## src/rtl/scr1_ialu_issue_ctrl.sv

```systemverilog
// ----------------------------------------------------------------------------
// scr1_ialu_issue_ctrl
//
// Initiator side of the IALU request/response interface. Accepts one ALU
// command at a time from an upstream producer, presents it to scr1_pipe_ialu,
// waits for ialu_rdy on multicycle (MUL/DIV) ops, and returns the result and
// compare flag downstream. A watchdog turns a hung multicycle op into an
// error response instead of a deadlock.
//
// Ports
//   clk, rst                 single rising-edge clock, synchronous active-high reset
//   req_vd/req_rdy           upstream command handshake
//   req_op1/op2/cmd/mc       command operands, IALU command, multicycle flag
//   ialu_vd/op1/op2/cmd      registered request towards the IALU
//   ialu_res/cmp/rdy         IALU result, compare flag, multicycle done
//   rsp_vd/rsp_rdy           downstream response handshake
//   rsp_res/cmp/err          captured result, compare flag, watchdog error
// ----------------------------------------------------------------------------
module scr1_ialu_issue_ctrl #(
  parameter int XLEN    = 32,
  parameter int CMD_W   = 5,
  parameter int TIMEOUT = 64
) (
  input  logic             clk,
  input  logic             rst,
  // upstream command
  input  logic             req_vd,
  output logic             req_rdy,
  input  logic [XLEN-1:0]  req_op1,
  input  logic [XLEN-1:0]  req_op2,
  input  logic [CMD_W-1:0] req_cmd,
  input  logic             req_mc,
  // IALU request / result
  output logic             ialu_vd,
  output logic [XLEN-1:0]  ialu_op1,
  output logic [XLEN-1:0]  ialu_op2,
  output logic [CMD_W-1:0] ialu_cmd,
  input  logic [XLEN-1:0]  ialu_res,
  input  logic             ialu_cmp,
  input  logic             ialu_rdy,
  // downstream response
  output logic             rsp_vd,
  input  logic             rsp_rdy,
  output logic [XLEN-1:0]  rsp_res,
  output logic             rsp_cmp,
  output logic             rsp_err
);

  localparam int WD_W = $clog2(TIMEOUT + 1);
  localparam logic [WD_W-1:0] WD_LAST = WD_W'(TIMEOUT - 1);
  localparam logic [WD_W-1:0] WD_ONE  = WD_W'(1);

  typedef enum logic [1:0] {
    ST_IDLE,
    ST_EXEC,
    ST_WAIT,
    ST_RSP
  } state_t;

  state_t          state, state_nxt;
  logic            mc_q;
  logic [WD_W-1:0] wd, wd_nxt;

  logic            cap_en;
  logic [XLEN-1:0] cap_res;
  logic            cap_cmp;
  logic            cap_err;
  logic            accept;
  logic            rsp_done;

  // Handshake outputs are pure functions of state. req_rdy is also masked by
  // rst so the reset cycle never advertises readiness, even from IDLE.
  assign req_rdy  = (state == ST_IDLE) && !rst;
  assign ialu_vd  = (state == ST_EXEC) || (state == ST_WAIT);
  assign rsp_vd   = (state == ST_RSP);
  assign accept   = req_vd && req_rdy;
  assign rsp_done = rsp_vd && rsp_rdy;

  // NOTE: every signal driven here gets a default before the case statement,
  // so no path leaves a variable unassigned and no latch is inferred.
  always_comb begin
    state_nxt = state;
    wd_nxt    = wd;
    cap_en    = 1'b0;
    cap_res   = ialu_res;
    cap_cmp   = ialu_cmp;
    cap_err   = 1'b0;

    case (state)
      ST_IDLE: begin
        wd_nxt = '0;
        if (accept) state_nxt = ST_EXEC;
      end

      ST_EXEC: begin
        // Single-cycle ops, and multicycle ops that finish immediately,
        // are captured straight out of EXEC.
        if (!mc_q || ialu_rdy) begin
          cap_en    = 1'b1;
          state_nxt = ST_RSP;
        end else begin
          wd_nxt    = WD_ONE;
          state_nxt = ST_WAIT;
        end
      end

      ST_WAIT: begin
        // ialu_rdy is checked first so a completion on the very cycle the
        // watchdog expires still yields a good result.
        if (ialu_rdy) begin
          cap_en    = 1'b1;
          wd_nxt    = '0;
          state_nxt = ST_RSP;
        end else if (wd >= WD_LAST) begin
          cap_en    = 1'b1;
          cap_res   = '0;
          cap_cmp   = 1'b0;
          cap_err   = 1'b1;
          wd_nxt    = '0;
          state_nxt = ST_RSP;
        end else begin
          wd_nxt = wd + WD_ONE;
        end
      end

      ST_RSP: begin
        if (rsp_done) state_nxt = ST_IDLE;
      end

      default: state_nxt = ST_IDLE;
    endcase
  end

  // NOTE: sequential state uses non-blocking assignments so every register
  // samples pre-edge values regardless of process evaluation order.
  // NOTE: every register here, including the datapath copies, is reset so
  // that outputs are defined zeros the cycle after reset and an in-flight
  // op leaves no trace.
  always_ff @(posedge clk) begin
    if (rst) begin
      state    <= ST_IDLE;
      wd       <= '0;
      mc_q     <= 1'b0;
      ialu_op1 <= '0;
      ialu_op2 <= '0;
      ialu_cmd <= '0;
      rsp_res  <= '0;
      rsp_cmp  <= 1'b0;
      rsp_err  <= 1'b0;
    end else begin
      state <= state_nxt;
      wd    <= wd_nxt;

      // Operands are only sampled on an accepted request, so they stay
      // stable for the whole EXEC/WAIT window.
      if (accept) begin
        ialu_op1 <= req_op1;
        ialu_op2 <= req_op2;
        ialu_cmd <= req_cmd;
        mc_q     <= req_mc;
      end

      if (cap_en) begin
        rsp_res <= cap_res;
        rsp_cmp <= cap_cmp;
        rsp_err <= cap_err;
      end else if (rsp_done) begin
        rsp_err <= 1'b0;
      end
    end
  end

endmodule

```

## config.mk

```make
export PLATFORM = sky130hd
export DESIGN_NAME = scr1_ialu_issue_ctrl
export DESIGN_NICKNAME = d
export VERILOG_FILES = /design/src/rtl/scr1_ialu_issue_ctrl.sv
export SDC_FILE = /design/constraint.sdc
export NUM_CORES = 1
export LEC_CHECK = 0
export ABC_CLOCK_PERIOD_IN_PS = 2500
export BUFFER_PORTS_ARGS = -buffer_cell sky130_fd_sc_hd__buf_2
export CAP_MARGIN = 20
export CORE_MARGIN = 4
export CORE_UTILIZATION = 46
export DETAILED_ROUTE_END_ITERATION = 16
export HOLD_SLACK_MARGIN = 0.08
export PLACE_DENSITY = 0.79
export SLEW_MARGIN = 15
export SYNTH_ARGS = -nofsm -noshare
export SYNTH_HDL_FRONTEND = slang
export SYNTH_SLANG_ARGS = --single-unit
```

## constraint.sdc

```tcl
create_clock -name clk -period 2.5 [get_ports clk]
set_clock_uncertainty 0.2 [all_clocks]
set_input_delay 0.375 -clock clk [delete_from_list [all_inputs] [get_ports clk]]
set_output_delay 0.375 -clock clk [all_outputs]
set_load 0.05 [all_outputs]
```

Yosys cells after proc, flatten, opt, wreduce, memory -nomap -nowiden. Cells that the tools add are included.

Register bits after elaboration: 113. Bits in latches: 0. Memory bits (writable): 0. Memory bits (read-only): 0. Input port bits: 108. Output and inout port bits: 106. Logic and storage cells: 54. Memories: 0.

Add/sub/neg operators: 1. $mul: 0. Divide/modulo/power cells: 0. Order comparisons: 1. Equal/unequal tests: 7. Shift operators: 0. Multiplexer cells: 24. Bitwise logic cells: 0. Reduce and logical (&&, ||, !) cells: 12.

Operators by type and width (count): $mux W32 (3); $mux W7 (3); $pmux W7 S3 (1); $mux W1 (11); $mux W2 (4); $pmux W2 S4 (1); $add A7 B1 Y7 const B (1); $ge A7 B6 Y1 const B (1); $eq A2 B2 Y1 const B (2); $ne A2 B2 Y1 const B (2); $logic_and A1 B1 Y1 (3); $ne A3 B2 Y1 const B (1); $reduce_and A3 Y1 (1); $reduce_bool A3 Y1 (1); $eq A2 B1 Y1 const B (1); $logic_not A1 Y1 (2); $logic_not A2 Y1 (1); $logic_or A1 B1 Y1 (2); $ne A2 B1 Y1 const B (1); $pmux W1 S2 (1); $reduce_and A2 Y1 (1); $reduce_bool A2 Y1 (1).

Longest topological paths before layout.
Depth after elaboration: 5. Gate-level depth with buffers: 8. Gate-level depth less buffers: 6.

Least setup slack after synthesis. OpenSTA, ideal clock, no wires.

Kind: register to register. Start: register state[0]. End: register ialu_op1[10]. Library setup time: 128 ps. Arrival: 2162 ps. Required time: 2172 ps. Path slack: 9 ps. Stages on the path, launching flop included: 8. Buffers on the path: 2. Cells stage by stage: dfxtp_1 > inv_1 > ha_1 > nor2b_1 > and2_0 > buf_2 > clkbuf_1 > o21ai_0.

Longest elaborated chain between the ends: 3.

Ends and longest elaborated chain: start: declaration (line 60) `state_t state, state_nxt;`; start signal: assignment (line 151) `state <= state_nxt;`; $logic_not A2 Y1 (line 73) `assign req_rdy = (state == ST_IDLE) && !rst;`; $logic_and A1 B1 Y1 (line 73); named net req_rdy (line 28) `output logic req_rdy,`; $logic_and A1 B1 Y1 (line 76) `assign accept = req_vd && req_rdy;`; end signal: assignment (line 157) `ialu_op1 <= req_op1;`; end: declaration (line 35) `output logic [XLEN-1:0] ialu_op1,`.

The timed path passes the listed nets, and every way through them passes these cells. A chain may end at the register's enable or synchronous reset.

Final worst setup path.
Start: register state[0]. End: output port ialu_vd.

Longest elaborated chain between the ends: 2.

Ends and longest elaborated chain: $eq A2 B1 Y1 or $eq A2 B2 Y1 (tied branches) (line 74) `assign ialu_vd = (state == ST_EXEC) || (state == ST_WAIT);`; $logic_or A1 B1 Y1 (*) (line 74); end: declaration (line 34) `output logic ialu_vd,`.

Mark *: on every way between the ends. The rest lies on a longest branch, timed or not.

==> impl_metrics.yaml <==
power:
  ir_drop_v: 0.0006327
  power.density_nw_per_um2: 1017
  p_leak_nw: 3.508
global_routing:
  grt_overflow: 0
  antenna_found_initial: 0
  grtUsageMet2: 0.4882
  grt_pass1_vias: 5065
  grt_pass1_wl_um: 24940
  busiest_layer: "met2"
  grt.total_usage: 0.2746
  grt_max_degree: 55
  grtUsageMet3: 0.07650
  met1_usage: 0.3092
detailed_routing:
  first_iter_violations: 319
  vias: 4906
  routedWlPerCell_um: 15.82
  drc: 0
  firstDrtPassIters: 7
  vias_per_cell: 5.006
  ant_nets: 0
  routed_wl_um: 15500
timing:
  hold-worst-slack_ns: 0.1877
  fmax_ghz: 0.4361
  fin_tns_setup_ns: 0
  rsz0062_at_grt: "false"
  fin_crit_ns: 2.293
  setup_viol: 0
  maxSlewHeadroom: 0.6296
  timing.final.max_slew_violations: 0
  min_period_over_period: 0.9172
  worstMarginPinSlew_ns: 0.5555
  finalHoldViolations: 0
cells_and_area:
  final_cell_mix: "213 x buf_2, 211 x nand2_1, 113 x dfxtp_1"
  layout.nets: 953
  fillers: 585
  drive_gt1_frac: 0.3137
  area_delta_synth_final_pct: 62.43
  antenna-diode-count: 0
  mostFrequentLayoutCell: "buf_2"
yosys:
  synth_top_family_by_area: "simple AND/OR/NAND/NOR gates"
  synth_mux_area_frac: 0.07701
  synth_fa_ha_area_frac: 0.01982
  synth.distinct_cells: 39
  netlist_area_um2: 4419
  synth_compound_area_frac: 0.1200
  syn_avg_cell_area_um2: 8.418
  yosysTopAreaCell: "dfxtp_1"
  synthCells: 525
  synth_xor_area_frac: 0
  ys_seq_area_frac: 0.5119
  netlist_top_cells_area: "dfxtp_1 51%, nand2_1 18%, o21ai_0 8.0%, mux2i_1 7.7%, ha_1 2.0%"
  synth-seq-cells: 113
  synth_fp_nets: 640
  synth_warnings: 0
  yosys.area_share.simple: 0.2265
  synth_top_cell_area_share: 0.5119
worst_setup_path:
  critPathLaunchType: "flip-flop"
  critPathArrivalTime_ns: 1.72
  end_kind: "output pin"
  r2r_setup_slack_ns: 0.39
  reg2reg_to: "rsp_res[1]"
  crit_fanout: 5
  r2r-start: "wd[0]"
  rr_worst_depth: 6
  crit_type: "flip-flop to output pin"
  worstPathRequired_ns: 1.92
clocking:
  holdBufCountCts: 105
  cts_htree_levels: 4
  clockBufferDepth: 2
  cts.sinks: 113
  root_buffer: "clkbuf_8"
  postCtsSetupRepairBufs: 0
  tritoncts: "done"
  numCtsBuffers: 17
  clk_pin_slew_ns: 0.06
  ctsResizeCount: 0
  clock_latency_ns: 0.48
floorplan:
  start_util: 0.4760
  ios: 214
  row_count: 35
  chipWidth_um: 106.0
  core-area_um2: 9284
  dieArea_um2: 11240
  dieHeight_um: 106.0
place:
  portBuffers: 213
  gp_congestion: 0.8181
  hpwl_um: 8659
hold_path:
  hold_path_end: "state[1]"
  hp-class: "primary input to flip-flop"
  min-delay-start: "req_vd"
  holdPathStages: 5
outcome:
  status: "completed"
run:
  maxCapViolations: 0
-- cell families after synthesis --
| family | count (synthesis) |
|---|---|
| buffers and inverters | 38 |
| AO/OA/AOI/OAI | 92 |
| AND/OR/NAND/NOR | 241 |
| flip-flops | 113 |
| adder cells (fa/ha/maj) | 7 |
| multiplexers | 34 |
-- cells in the mapped netlist --
master,count
nor2_1,3
and2_1,3
o211ai_2,1
nand4b_1,1
a221oi_1,1
buf_6,4
ha_1,7
a211o_1,1
o211ai_1,3
a21o_1,1
o2111a_2,1
clkbuf_8,1
nand2_1,211
a41o_2,1
o21ai_0,71
inv_1,3
a2111oi_0,1
nand2b_2,1
nand3_1,6
a31oi_4,1
o31ai_1,1
inv_2,1
buf_2,12
clkbuf_1,17
and4_2,2
nand2b_1,2
a31oi_1,3
and2b_2,1
dfxtp_1,113
nand4_2,1
a311o_1,1
nor4b_4,1
nand4_1,2
mux2i_1,34
nor2b_1,2
a21oi_1,5
nor3_1,3
and2_0,1
nand3b_1,1
-- area by class of cell --
class	instances	area, µm²	area share
Sequential cell	113	2262	0.3151
Timing Repair Buffer	328	2217	0.3089
Multi-Input combinational cell	374	1962	0.2733
Clock buffer	18	427.9	0.05961
Tap cell	129	161.4	0.02249
Clock inverter	14	132.6	0.01848
Inverter	4	15.01	0.002092
-- layer usage --
layer	routed length [µm]	share of wire
met1	6087	0.39
met2	7739	0.50
met3	1172	0.076
met4	505	0.033
met5	0	0
-- power breakdown --
group	leakage, nW	internal [mW]	switching, mW
sequential	0.924	2.14	0.203
combinational	2.33	0.741	1.98
clock	0.257	1.36	0.881
total	3.51	4.24	3.06
-- per-stage QoR --
| step | instances | util | area [µm²] | worst slack (ns) | total power, mW |
|---|---|---|---|---|---|
| global route | 980 | 0.7732 | 7178 | 0.1089 | 7.606 |
| detailed placement | 843 | 0.5996 | 5567 | 0.4519 | 4.889 |
| floorplan | 525 | - | 4419 | 0.009337 | 4.282 |
| global placement | 843 | 0.5996 | 5567 | 0.5651 | 4.820 |
| CTS | 980 | 0.7732 | 7178 | 0.1749 | 7.255 |
| finish | 980 | 0.7732 | 7178 | 0.2069 | 7.299 |
-- registers in the layout, summed over array words and instances (netlist names) --
signal	cells
ialu_op1	32
rsp_cmp	1
ialu_op2	32
state	2
wd	7
mc_q	1
ialu_cmd	5
rsp_err	1
rsp_res	32
-- critical path, cell delays in order, from the launching register on --
cell	delay, ns
dfxtp_1	0.39
inv_1	0.12
ha_1	0.41
buf_2	0.30
-- worst max path at each step --
| stage | cells after the start | to | start |
|---|---|---|---|
| final | 3 | ialu_vd | state[0] |
| after global routing | 3 | ialu_vd | state[0] |
| after CTS | 3 | ialu_vd | state[1] |
| after detailed placement | 6 | rsp_res[2] | wd[0] |
| after global placement | 6 | rsp_res[10] | wd[0] |
| after floorplan | 7 | ialu_op1[10] | state[0] |
(Power assumes the default switching activity.)
